`config.mk`:
```
export PLATFORM = sky130hd
export DESIGN_NAME = lab5_fetch_ctrl
export DESIGN_NICKNAME = d
export VERILOG_FILES = /design/src/rtl/lab5_isa_pkg.sv /design/src/rtl/lab5_branch_target.sv /design/src/rtl/lab5_fetch_ctrl.sv
export SDC_FILE = /design/constraint.sdc
export NUM_CORES = 1
export LEC_CHECK = 0
export CORE_MARGIN = 10
export CORE_UTILIZATION = 35
export DETAILED_ROUTE_END_ITERATION = 10
export DONT_BUFFER_PORTS = 1
export GPL_ROUTABILITY_DRIVEN = 0
export HOLD_SLACK_MARGIN = 0.15
export PLACE_DENSITY = 0.49
export SYNTH_ARGS = -nofsm -noshare
export SYNTH_HDL_FRONTEND = slang
export SYNTH_HIERARCHICAL = 1
export SYNTH_SLANG_ARGS = --single-unit
```
`constraint.sdc`:
```
create_clock -name CLK -period 2.8 [get_ports CLK]
set_input_delay 0.42 -clock CLK [delete_from_list [all_inputs] [get_ports CLK]]
set_output_delay 0.42 -clock CLK [all_outputs]
set_load 0.05 [all_outputs]
```
`src/rtl/lab5_isa_pkg.sv`:
```
// lab5 ISA constants shared by the fetch sequencer: branch opcodes, HALT encoding, FSM states.
package lab5_isa_pkg;

  localparam logic [3:0]  OP_BEQ   = 4'b1000;
  localparam logic [3:0]  OP_BNE   = 4'b1001;
  localparam logic [3:0]  OP_BGEZ  = 4'b1010;
  localparam logic [3:0]  OP_BLTZ  = 4'b1011;
  localparam logic [15:0] HALT_ENC = 16'h0001;

  typedef enum logic [1:0] {S_IDLE, S_FETCH, S_EXEC, S_HALTED} state_e;

  function automatic logic is_branch(input logic [15:0] ir);
    logic [3:0] op;
    op = ir[15:12];
    return (op == OP_BEQ) || (op == OP_BNE) || (op == OP_BGEZ) || (op == OP_BLTZ);
  endfunction

endpackage

```
`src/rtl/lab5_branch_target.sv`:
```
// Next-PC adder: PC+2, plus the sign-extended word offset (x2) when the branch is taken.
module lab5_branch_target #(
  parameter int AW = 8
) (
  input  logic [AW-1:0] pc_i,
  input  logic [5:0]    off_i,
  input  logic          taken_i,
  output logic [AW-1:0] next_pc_o
);

  logic [AW-1:0] off_bytes;

  // Sign-extend the word offset to AW bits, then scale to bytes; wraps mod 2^AW.
  assign off_bytes = {{(AW-6){off_i[5]}}, off_i} << 1;
  assign next_pc_o = pc_i + AW'(2) + (taken_i ? off_bytes : '0);

endmodule

```
`src/rtl/lab5_fetch_ctrl.sv`:
```
// Fetch/PC sequencer for the lab5 CPU: IDLE -> FETCH -> EXEC loop, branch resolution, HALT.
// Define SINGLE_STEP_EN to add the STEP input (edge-triggered single instruction from IDLE).
module lab5_fetch_ctrl
  import lab5_isa_pkg::*;
#(
  parameter int            AW        = 8,
  parameter logic [AW-1:0] PC_RESET  = 8'h00,
  parameter logic [15:0]   HALT_WORD = HALT_ENC
) (
  input  logic          CLK,
  input  logic          RESET,
  input  logic          RUN,
`ifdef SINGLE_STEP_EN
  input  logic          STEP,
`endif
  input  logic [15:0]   INSTR,
  input  logic          BR_COND,
  input  logic          DP_STALL,
  output logic [AW-1:0] ADDR,
  output logic [15:0]   IR,
  output logic          IR_VALID,
  output logic          COMMIT,
  output logic          HALTED
);

  state_e        state_q;
  logic [AW-1:0] pc_q;
  logic [AW-1:0] next_pc_d;
  logic [15:0]   ir_q;
  logic          ir_valid_q;
  logic          halted_q;
  logic          start;
  logic          taken;

`ifdef SINGLE_STEP_EN
  logic step_q;
  assign start = RUN || (STEP && !step_q);
`else
  assign start = RUN;
`endif

  assign taken = is_branch(ir_q) && BR_COND;

  lab5_branch_target #(.AW(AW)) u_bt (
    .pc_i      (pc_q),
    .off_i     (ir_q[5:0]),
    .taken_i   (taken),
    .next_pc_o (next_pc_d)
  );

  always_ff @(posedge CLK) begin
    if (RESET) begin
      state_q    <= S_IDLE;
      pc_q       <= PC_RESET;
      ir_q       <= '0;
      ir_valid_q <= 1'b0;
      halted_q   <= 1'b0;
`ifdef SINGLE_STEP_EN
      step_q     <= 1'b0;
`endif
    end else begin
`ifdef SINGLE_STEP_EN
      step_q <= STEP;
`endif
      case (state_q)
        S_IDLE: begin
          if (start) state_q <= S_FETCH;
        end
        S_FETCH: begin
          ir_q       <= INSTR;
          ir_valid_q <= 1'b1;
          state_q    <= S_EXEC;
        end
        S_EXEC: begin
          if (!DP_STALL) begin
            ir_valid_q <= 1'b0;
            if (ir_q == HALT_WORD) begin
              halted_q <= 1'b1;
              state_q  <= S_HALTED;
            end else begin
              pc_q    <= next_pc_d;
              state_q <= RUN ? S_FETCH : S_IDLE;
            end
          end
        end
        S_HALTED: state_q <= S_HALTED;
        default:  state_q <= S_IDLE;
      endcase
    end
  end

  // COMMIT must coincide with the retiring EXEC cycle, so it is decoded rather than registered.
  assign COMMIT   = (state_q == S_EXEC) && !DP_STALL && !RESET;
  assign ADDR     = {pc_q[AW-1:1], 1'b0};
  assign IR       = ir_q;
  assign IR_VALID = ir_valid_q;
  assign HALTED   = halted_q;

endmodule

```
---- Yosys cells after proc, flatten, opt, wreduce, memory -nomap -nowiden ----
Index checks and enable logic that the tools add are counted.
operators by class
  add/sub/neg operators ................... 2
  multipliers ............................. 0
  divide/modulo/power cells ............... 0
  order comparisons ....................... 0
  equality and inequality tests ........... 10
  shift operators ......................... 0
  muxes and demuxes ....................... 8
  bitwise logic cells ..................... 2
  reduce and logical (&&, ||, !) cells .... 14
operators by type and width
  operator                                                          number
  16-bit by 1-bit == test with 1-bit output, second input constant  1
  4-bit == test, second input constant                              4
  8-bit by 2-bit adder with 8-bit output, second input constant     1
  8-bit adder                                                       1
  8-bit 2-to-1 mux                                                  1
  2-bit case mux with 4 select lines                                1
  2-bit 2-to-1 mux                                                  3
  3-bit AND reduction                                               2
  2-bit == test, second input constant                              2
  2-bit inequality test, second input constant                      2
  2-bit AND reduction                                               2
  1-bit logical AND                                                 3
  1-bit logical OR                                                  3
  2-bit by 1-bit == test with 1-bit output, second input constant   1
  1-bit zero test                                                   2
  2-bit zero test                                                   1
  1-bit 2-to-1 mux                                                  2
  1-bit inverter                                                    2
  1-bit case mux with 2 select lines                                1
  2-bit nonzero test                                                1
storage, ports and cells
  register bits after elaboration ......... 28
  latch bits .............................. 0
  memory bits (writable) .................. 0
  bits in read-only memories .............. 0
  input bits .............................. 21
  output and inout port bits .............. 27
  logic and storage cells ................. 41
  memories ................................ 0

---- Depth between registers and ports, before layout ----
  word-level depth ........................ 7
  depth in mapped cells ................... 13
  gate-level depth less buffers ........... 13

---- Modules after synthesis ----
The synthesis kept the hierarchy.
by module, submodules not included
  module              instances  cells an instance  area an instance (um^2)  seq. area each (um^2)
  lab5_fetch_ctrl     1          139                1187.4                   560.5
  lab5_branch_target  1          41                 344.1                    0.0

---- Worst setup path after synthesis ----
OpenSTA, ideal clock, no wires.
  path kind ............................... register -> register
  start point ............................. register ir_q[14], in the netlist IR[14]
  end point ............................... register pc_q[6]
  library setup time ...................... 0.072 ns
  arrival ................................. 2.445 ns
  data required time ...................... 2.728 ns
  path slack .............................. 0.284 ns
  cell stages (with the launch flop) ...... 13
  buffers on the path ..................... 0
  period minus slack after synthesis ...... 2.516 ns
  cells stage by stage .................... dfxtp_1 and3b_1 and2_1 ha_1 ha_1 inv_1 fa_1 inv_1 a21o_1 a21oi_1 xnor2_1 nand2b_1 mux2i_1
on the way
  word-level cells in the longest chain between the ends .. 7
  elaborated cells on any way between the ends .. 13
  those cells by class .................... add/sub: 1; eq/ne: 5; mux: 1; bitwise: 1; reduce/logical: 5
ends and longest elaborated chain
  what                            RTL line                  text
  start, declared                 lab5_fetch_ctrl.sv:29     logic [15:0] ir_q;
  start signal, assigned          lab5_fetch_ctrl.sv:55     ir_q <= '0;
  start signal, assigned          lab5_fetch_ctrl.sv:70     ir_q <= INSTR;
  4-bit == test                   lab5_isa_pkg.sv:15        return (op == OP_BEQ) || (op == OP_BNE) || (op == OP_BGEZ) || (op == OP_BLTZ);
  1-bit logical OR (2 in series)  lab5_isa_pkg.sv:15
  1-bit logical OR *              lab5_isa_pkg.sv:15
  1-bit logical AND *             lab5_fetch_ctrl.sv:42     assign taken = is_branch(ir_q) && BR_COND;
  net taken                       lab5_fetch_ctrl.sv:33     logic taken;
  8-bit 2-to-1 mux *              lab5_branch_target.sv:15  assign next_pc_o = pc_i + AW'(2) + (taken_i ? off_bytes : '0);
  8-bit adder *                   lab5_branch_target.sv:15
  net next_pc_d[6]                lab5_fetch_ctrl.sv:28     logic [AW-1:0] next_pc_d;
  end signal, assigned            lab5_fetch_ctrl.sv:81     pc_q <= next_pc_d;
  end, declared                   lab5_fetch_ctrl.sv:27     logic [AW-1:0] pc_q;
The timed path passes the listed nets; every way through them passes the cells marked *.
A chain may end at the register's enable or synchronous reset.

---- Worst setup path after layout ----
Ends and elaborated chain as after synthesis.

==> key figures <==
Critical path
  – CP bufs+invs: 2
  – Critical Path Slowest Stage Cell: fa_1
  – Startpoint Class: flop
  – Req. time, crit path: roughly 3.0 ns
  – Worst reg2reg path startpoint: IR[14]
  – Worst Setup End Kind: flop
  – Crit Path Category: flop to flop
  – Crit-path cells: and3b_1 > and2_1 > ha_1 > ha_1 > inv_1 > fa_1 > inv_1 > a21o_1 > a21oi_1 > xnor2_1 > nand2b_1 > mux2i_1
  – Crit-path max cell delay: 0.40 ns
  – Largest delay share family, worst path: adder cells
  – Max Fanout on Critical Path: 6
  – WP data arrival: 2.53 ns
  – Crit path launch: IR[14]

Timing
  – Clock skew: between 0.005 and 0.006 ns
  – Fin. Hold Viols: 0
  – Fmax: between 400 and 500 MHz
  – Worst-margin pin slew: 0.639 ns
  – Period utilization: 0.824
  – Final setup fails: 0
  – Pins over their slew limit: 0
  – Shortest period the worst path allows: 2.31 ns
  – RSZ-0062 raised after global routing: no
  – Worst slew margin: 0.573
  – Setup TNS: 0 ns

Power
  – Register share of total power: 0.564
  – Clock Power Share: 0.319
  – Maximum vdd drop: 0.000208 V
  – Switch share: 0.305
  – P per Cell Area: around 470 nW/µm²
  – Internal: 533 µW
  – Combinational share of power: 0.117
  – Pleak: 0.000662 µW
  – Pwr Total: 766 µW
  – NetSw: 234 µW

Hold path
  – Hold Startpoint: RESET
  – Hold Path Class: primary input to flop

Clock tree
  – H-tree levels: 1
  – Clock tree from TritonCTS: built
  – Clock root buffer: clkbuf_8
  – Register clock-pin slew on the reported worst setup and hold paths: approximately 0.11 ns
  – Clock Tree Buf Depth: 2
  – Clk sinks: 27
  – Post-CTS setup buffer count: 0
  – Cts hold-fix bufs: 0
  – TritonCTS Buffers: 3
  – Cts repair resizes: 0
  – Clk_lat worst skew: 0.28 ns

Detailed routing
  – DR iter-0 viols: between 40 and 50
  – Via count: 1,130
  – TritonRoute pass-1 iters: 4
  – Drt total wl: 3560 µm
  – DRC: 0
  – ANT nets after route: 0
  – Routed WL per cell: 15.5 µm
  – DR vias/cell: just under 5

Placement
  – PortBufs: 0
  – HPWL after DPL: ~2800 µm

Final layout
  – Diode count: 0
  – Most frequent cells in the layout: 35 x nand2_1, 27 x dfxtp_1, 21 x a21oi_1
  – Commonest non-fill, non-tap cell in the layout: nand2_1
  – Share of layout cells above drive strength 1: 0.162
  – Area delta synth->final: 8.95%
  – Final net count: 213
  – Fillers: 417

Global route
  – Initial antenna violation count: 0
  – Global-route wire length before repair: 5910 µm
  – GRT Total Usage: 0.0977
  – Remaining Overflow, GRT: 0
  – Largest net degree at the start of global routing: 36
  – Number of global-route vias before repair: 1,211

Synth
  – Yosys warns: 6
  – Syn_area_per_cell: roughly 8.5 µm²
  – Post-synthesis cell count: 175
  – Syn Nets: approximately 210
  – Area of the mapped netlist: roughly 1500 µm²

Outcome
  – Outcome: finished clean

Die
  – FP Rows: 23
  – Core area: approximately 4000 µm²
  – Starting Density: 0.365
  – Die X-Extent: 85.1 µm
  – DIE AREA: between 7000 and 8000 µm²
  – IO Pins: 48
  – Chip height: 85.1 µm

Flow run
  – Max-cap violation count: 0
[final timing paths]
| path | end | slack (ns) | depth (start not counted) |
|---|---|---|---|
| worst max-delay path | pc_q[6] | 0.49 | 12 |
| worst min-delay path | state_q[0] | 0.19 | 1 |
| worst max register to register | pc_q[6] | 0.49 | 12 |
| worst min register to register | state_q[1] | 0.60 | 2 |
[power groups by stage]
stage | Combinational (µW) | Sequential, µW | Clock, µW
finish | 89.7 | 432 | 245
global route | 99.1 | 435 | 274
CTS | 91.2 | 432 | 254
detailed placement | 91.0 | 441 | 0
global placement | 89.0 | 441 | 0
floorplan | 57.8 | 460 | 0
[routing by layer]
metal  up-vias  part of all wire  track usage
met1       513              0.43        0.109
met3         9             0.074       0.0421
met2        33              0.47        0.163
li1        575                 -            -
met5         -                 0            0
met4         0             0.022       0.0314
[area by class of cell]
class | instances | area, µm² | area share
Multi-Input combinational cell | 124 | 815 | 0.505
Sequential cell | 27 | 541 | 0.335
Timing Repair Buffer | 15 | 113 | 0.0698
Tap cell | 50 | 62.6 | 0.0388
Clock buffer | 3 | 41.3 | 0.0256
Inverter | 9 | 33.8 | 0.0209
Clock inverter | 1 | 8.76 | 0.00543
[sequential cells by signal, indices dropped and copies added (netlist names)]
name	count
pc_q	7
state_q	2
HALTED	1
IR	16
IR_VALID	1
[stage by stage]
step           worst slack [ns]  std cells   util  hold slack [ns]  area (µm²)
6_report                  0.493        229  0.398            0.193        1610
5_1_grt                   0.261        229  0.398            0.168        1610
4_1_cts                   0.494        229  0.398            0.178        1610
3_5_place_dp              0.440        225  0.385            0.494        1560
3_3_place_gp              0.478        225  0.385            0.491        1560
2_1_floorplan             0.284        175      -            0.462        1480
No activity file was read; power rests on OpenSTA's default activity.
